<file path="config.mk">
export PLATFORM = sky130hd
export DESIGN_NAME = router_pkt_fifo
export DESIGN_NICKNAME = d
export VERILOG_FILES = /design/src/rtl/router_pkt_fifo.sv
export SDC_FILE = /design/constraint.sdc
export NUM_CORES = 1
export LEC_CHECK = 0
export ABC_AREA = 0
export BUFFER_PORTS_ARGS = -buffer_cell sky130_fd_sc_hd__buf_2
export CAP_MARGIN = 20
export CORE_MARGIN = 1
export CORE_UTILIZATION = 55
export DETAILED_ROUTE_END_ITERATION = 7
export HOLD_SLACK_MARGIN = 0.08
export PLACE_DENSITY = 0.73
export SYNTH_ARGS = -nofsm -noshare
export SYNTH_HDL_FRONTEND = slang
export SYNTH_SLANG_ARGS = --single-unit
</file>
<file path="constraint.sdc">
create_clock -name clock -period 3.9 [get_ports clock]
set_input_delay 1.17 -clock clock [delete_from_list [all_inputs] [get_ports clock]]
set_output_delay 1.17 -clock clock [all_outputs]
set_load 0.005 [all_outputs]
</file>
<file path="src/rtl/router_pkt_fifo.sv">
// Packet-aware synchronous FIFO for the router output channels with SOP/EOP read qualifiers.
// Define ROUTER_PKT_FIFO_OVF_EN to build the sticky overflow flag; otherwise ovf is tied low.
module router_pkt_fifo #(
   parameter int unsigned DATA_W     = 8,
   parameter int unsigned DEPTH_LOG2 = 4,
   parameter int unsigned LEN_MSB    = 7,
   parameter int unsigned LEN_LSB    = 2,
   parameter int unsigned AF_MARGIN  = 2
) (
   input  logic                  clock,
   input  logic                  resetn,
   input  logic                  soft_reset,
   input  logic                  write_en,
   input  logic                  lfd_state,
   input  logic [DATA_W-1:0]     data_in,
   input  logic                  read_en,
   output logic [DATA_W-1:0]     data_out,
   output logic                  out_valid,
   output logic                  sop_out,
   output logic                  eop_out,
   output logic                  empty,
   output logic                  full,
   output logic                  almost_full,
   output logic [DEPTH_LOG2:0]   level,
   output logic                  ovf
);

   localparam int unsigned Depth = 2 ** DEPTH_LOG2;
   localparam int unsigned PtrW  = DEPTH_LOG2 + 1;
   localparam int unsigned LenW  = LEN_MSB - LEN_LSB + 1;
   localparam int unsigned CntW  = LenW + 1;

   localparam logic [PtrW-1:0] PtrOne  = PtrW'(1);
   localparam logic [PtrW-1:0] AfLevel = PtrW'(Depth - AF_MARGIN);
   localparam logic [CntW-1:0] CntOne  = CntW'(1);

   // Each entry is {header_tag, data}
   logic [DATA_W:0]     mem [Depth];

   logic [PtrW-1:0]     wr_ptr_q, wr_ptr_d;
   logic [PtrW-1:0]     rd_ptr_q, rd_ptr_d;
   logic [PtrW-1:0]     level_q, level_d;
   logic [CntW-1:0]     pkt_cnt_q, pkt_cnt_d;
   logic                lfd_q, lfd_d;
   logic [DATA_W-1:0]   data_out_q, data_out_d;
   logic                out_valid_q, out_valid_d;
   logic                sop_q, sop_d;
   logic                eop_q, eop_d;

   logic                wr_acc;
   logic                rd_acc;
   logic [DATA_W:0]     rd_word;
   logic [LenW-1:0]     hdr_len;

   assign empty = (rd_ptr_q == wr_ptr_q);
   assign full  = (rd_ptr_q[PtrW-1] != wr_ptr_q[PtrW-1]) &&
                  (rd_ptr_q[PtrW-2:0] == wr_ptr_q[PtrW-2:0]);

   // Both accepts use pre-edge flags, so a write at full is rejected even with a read
   assign wr_acc = write_en && !full;
   assign rd_acc = read_en && !empty;

   assign rd_word = mem[rd_ptr_q[DEPTH_LOG2-1:0]];
   assign hdr_len = rd_word[LEN_MSB:LEN_LSB];

   assign almost_full = (level_q >= AfLevel);
   assign level       = level_q;
   assign data_out    = data_out_q;
   assign out_valid   = out_valid_q;
   assign sop_out     = sop_q;
   assign eop_out     = eop_q;

   always_ff @(posedge clock) begin
      if (resetn && !soft_reset && wr_acc) begin
         mem[wr_ptr_q[DEPTH_LOG2-1:0]] <= {lfd_q, data_in};
      end
   end

   always_comb begin
      wr_ptr_d    = wr_ptr_q;
      rd_ptr_d    = rd_ptr_q;
      level_d     = level_q;
      pkt_cnt_d   = pkt_cnt_q;
      lfd_d       = lfd_state;
      data_out_d  = data_out_q;
      out_valid_d = 1'b0;
      sop_d       = 1'b0;
      eop_d       = 1'b0;

      if (soft_reset) begin
         wr_ptr_d   = '0;
         rd_ptr_d   = '0;
         level_d    = '0;
         pkt_cnt_d  = '0;
         lfd_d      = 1'b0;
         data_out_d = '0;
      end else begin
         if (wr_acc) begin
            wr_ptr_d = wr_ptr_q + PtrOne;
         end

         if (rd_acc) begin
            rd_ptr_d    = rd_ptr_q + PtrOne;
            data_out_d  = rd_word[DATA_W-1:0];
            out_valid_d = 1'b1;
            sop_d       = rd_word[DATA_W];
            // Header loads payload length plus one for the trailing parity byte
            if (rd_word[DATA_W]) begin
               pkt_cnt_d = CntW'(hdr_len) + CntOne;
            end else if (pkt_cnt_q == CntOne) begin
               eop_d     = 1'b1;
               pkt_cnt_d = '0;
            end else if (pkt_cnt_q != '0) begin
               pkt_cnt_d = pkt_cnt_q - CntOne;
            end
         end

         unique case ({wr_acc, rd_acc})
            2'b10:   level_d = level_q + PtrOne;
            2'b01:   level_d = level_q - PtrOne;
            default: level_d = level_q;
         endcase
      end
   end

   always_ff @(posedge clock) begin
      if (!resetn) begin
         wr_ptr_q    <= '0;
         rd_ptr_q    <= '0;
         level_q     <= '0;
         pkt_cnt_q   <= '0;
         lfd_q       <= 1'b0;
         data_out_q  <= '0;
         out_valid_q <= 1'b0;
         sop_q       <= 1'b0;
         eop_q       <= 1'b0;
      end else begin
         wr_ptr_q    <= wr_ptr_d;
         rd_ptr_q    <= rd_ptr_d;
         level_q     <= level_d;
         pkt_cnt_q   <= pkt_cnt_d;
         lfd_q       <= lfd_d;
         data_out_q  <= data_out_d;
         out_valid_q <= out_valid_d;
         sop_q       <= sop_d;
         eop_q       <= eop_d;
      end
   end

`ifdef ROUTER_PKT_FIFO_OVF_EN
   logic ovf_q, ovf_d;

   always_comb begin
      ovf_d = ovf_q;
      if (soft_reset) begin
         ovf_d = 1'b0;
      end else if (write_en && full) begin
         ovf_d = 1'b1;
      end
   end

   always_ff @(posedge clock) begin
      if (!resetn) begin
         ovf_q <= 1'b0;
      end else begin
         ovf_q <= ovf_d;
      end
   end

   assign ovf = ovf_q;
`else
   assign ovf = 1'b0;
`endif

endmodule
</file>
==> impl_metrics.ini <==
[synth]
ys_seq_area_share_pct = 67.7
syn_area_um2 = 7510
ys.flop_type = edfxtp_1
synth_edf_count = 144
ys_types = 58
synth-seq-cells = 182
avgSynthCellArea_um2 = 16.1
netlist_instances = 466
syn_nets = 493
yosys_warnings = 0
synthArstFlopShare_pct = 0

[timing]
fin_worst_skew_ps = 13.7
grt_setup_unrepaired = no
fmax_ghz = 0.317
setup_viol = 0
slew_viol_final = 0
tightest_slew_ps = 729
setup_tns_ps = 0
relSlewSlack_pct = 50.7
min_period_over_period_pct = 81.0
hold_slack_ps = 454
layout_min_cycle_time_ps = 3160
hold_violations = 0

[grt]
grt_pass1_vias = 4305
grt.total_usage_pct = 23.6
grt_pass1_wl_mm = 24.2
antenna_found_initial = 0
grt_max_degree = 29
grt_overflow = 0

[flow_run]
cap_violations = 0

[route]
wirelength_mm = 15.2
route.vias.total = 4288
drc = 0
ant_nets = 0
dr.pass1.iters = 5
vias_per_cell = 6.07
wl_per_cell_um = 21.5
first_iter_violations = 353

[worst_setup_path]
r2r_start = wr_ptr_q[2]
r2r-end = level[4]
critPathCaptureType = flip-flop
cp.depth = 13
critPathArrivalTime_ps = 3510
ff2ff_setup_slack_ps = 740
path_class = reg -> reg
path_buf_inv = 2
crit_path_max_fanout = 11
cpMaxStageDelayCell = dfxtp_1
crit_chain = xnor2_1 -> nand4_1 -> o21a_1 -> inv_1 -> ha_1 -> inv_1 -> fa_1 -> nor2b_1 -> o21a_1 -> nor2_1 -> xnor2_1 -> or3_1 -> a21oi_1
cpPeakStageDelay_ps = 610
setup.worst_path.start_class = flip-flop
startpoint = wr_ptr_q[2]
critPathCapture = level[4]
ff2ff_path_depth = 13
cpLargestDelayFamily = simple AND/OR/NAND/NOR gates
crit_required_ps = 4260

[final_layout]
syn_to_final_growth_pct = 13.6
antenna_cells = 0
nets = 544
fill_cells = 925
drive_above_1_share_pct = 22.8

[clocking]
clkTransAtPathRegs_ps = 70
postCtsSetupRepairBufs = 0
clk-insertion-delay-late_ps = 440
cts_made_buffers = 17
cts_hold_buffers = 0
cts_buffer_depth = 2
clock_sinks = 182
htreeDepth = 4
cts_resized = 0
cts_tree = done
clockRootBuffer = clkbuf_16

[die]
die_h_um = 119
dieArea_um2 = 14100
io_pins = 34
die_w_um = 119
start_util_pct = 56.5
core-area_um2 = 13300
placementRows = 42

[place]
dpl.hpwl_mm = 9.92
place_congestion = 0.808
port-buffer-count = 32

[worst_hold_path]
hp-class = reg -> reg

[outcome]
status = completed

[pwr]
vdd_drop_max_mv = 0.419
power_density_nw_per_um2 = 452
p_leak_nw = 2.90
-- how the worst min path moves through the flow --
stage                           start          end  cells past startpoint
final                     data_out[4]  data_out[4]                      2
after global routing      data_out[4]  data_out[4]                      2
after CTS                 data_out[4]  data_out[4]                      2
after detailed placement  data_out[4]  data_out[4]                      2
after global placement    data_out[4]  data_out[4]                      2
after floorplan           data_out[2]  data_out[2]                      2
-- worst min-delay path, stage by stage (launching register included) --
cell and delay [ps]:
dfxtp_1 310, nand2_1 50, a21oi_1 50
-- sequential cells by signal, indices dropped and copies added (netlist names), named ones only --
register   flops
data_out       8
eop_out        1
level          5
lfd_q          1
mem          144
out_valid      1
pkt_cnt_q      7
rd_ptr_q       5
sop_out        1
wr_ptr_q       5
-- metal layers --
metal	vias up	part of all wire [%]	global-route usage, %	routed length, µm
li1	1932	-	-	-
met1	2158	42	31.0	6390
met2	174	50	38.6	7580
met3	24	6.0	5.17	915
met4	0	1.8	9.41	275
met5	-	0	0	0
-- metrics by stage --
step / utilization (%) / setup WS, ps / std cells / power, mW / area [µm²]
floorplan: - / 675 / 466 / 2.22 / 7510
global route: 64.1 / 487 / 706 / 3.97 / 8530
CTS: 64.1 / 756 / 706 / 3.89 / 8530
finish: 64.1 / 743 / 706 / 3.85 / 8530
detailed placement: 59.9 / 583 / 674 / 2.28 / 7960
global placement: 59.7 / 683 / 673 / 2.27 / 7940
-- layout make-up --
type	instances	area, µm²	area share (%)
inverter	11	41.3	0.484
tap	176	220	2.58
clock inverter	15	139	1.63
timing repair buffer	56	373	4.37
multi-input combinational	249	2240	26.3
clock buffer	17	425	4.99
sequential	182	5090	59.6
-- logic make-up after synthesis --
family,count (synthesis),share of synthesized area (%)
AO/OA/AOI/OAI,60,5.55
other,1,0.0500
adder cells (fa/ha/maj),13,2.27
AND/OR/NAND/NOR,115,7.43
multiplexers,42,12.5
buffers and inverters,35,2.38
XOR/XNOR,18,2.10
flip-flops,182,67.7
-- Yosys cell counts (2+ instances only) --
| cell type | instances | area share [%] |
|---|---|---|
| edfxtp_1 | 144 | 58 |
| nor2_1 | 40 | 2.0 |
| dfxtp_1 | 38 | 10 |
| mux4_2 | 27 | 8.1 |
| nand2_1 | 24 | 1.2 |
| a21oi_1 | 17 | 1.1 |
| clkbuf_1 | 13 | 0.65 |
| ha_1 | 12 | 2.0 |
| inv_1 | 11 | 0.55 |
| mux4_1 | 11 | 3.9 |
| nor3_1 | 10 | 0.67 |
| xnor2_1 | 9 | 1.1 |
| xor2_1 | 9 | 1.1 |
| a22oi_1 | 6 | 0.60 |
| nand4_1 | 6 | 0.50 |
| o21ai_0 | 6 | 0.40 |
| nand2b_1 | 5 | 0.42 |
| nand3_1 | 5 | 0.33 |
| nor2b_1 | 5 | 0.42 |
| a31oi_1 | 4 | 0.33 |
| and2_1 | 4 | 0.33 |
| and4_1 | 4 | 0.47 |
| mux2i_1 | 4 | 0.53 |
| a211oi_1 | 3 | 0.30 |
| buf_2 | 3 | 0.20 |
| buf_6 | 3 | 0.45 |
| nor4_1 | 3 | 0.25 |
| a22o_1 | 2 | 0.23 |
| a31o_2 | 2 | 0.23 |
| and3_1 | 2 | 0.17 |
| buf_1 | 2 | 0.10 |
| nor4b_1 | 2 | 0.23 |
| o21a_1 | 2 | 0.20 |
| o22ai_1 | 2 | 0.17 |
| o31ai_1 | 2 | 0.20 |
| or3_1 | 2 | 0.17 |
-- placed cells by master (no fill, tap or decap), drive strengths merged, types with 3 or more instances in the layout --
cell type	count
nand2b	5
nand4	6
inv	18
o21ai	7
buf	56
and2	4
a211oi	3
xor2	9
nor3	10
a22oi	6
and4	4
nor2b	5
nand2	24
nor4	3
a21oi	17
edfxtp	144
a31oi	5
xnor2	9
ha	12
nand3	5
mux4	38
clkbuf	17
dfxtp	38
mux2i	4
nor2	40
clkinv	6
-- where the power goes --
part	leakage (nW)	internal (mW)	switching [mW]	total [mW]
logic	1.02	0.0499	0.0787	0.129
registers	1.61	2.10	0.00876	2.11
clock network	0.275	0.843	0.775	1.62
Power figures use the tool's default switching activity.
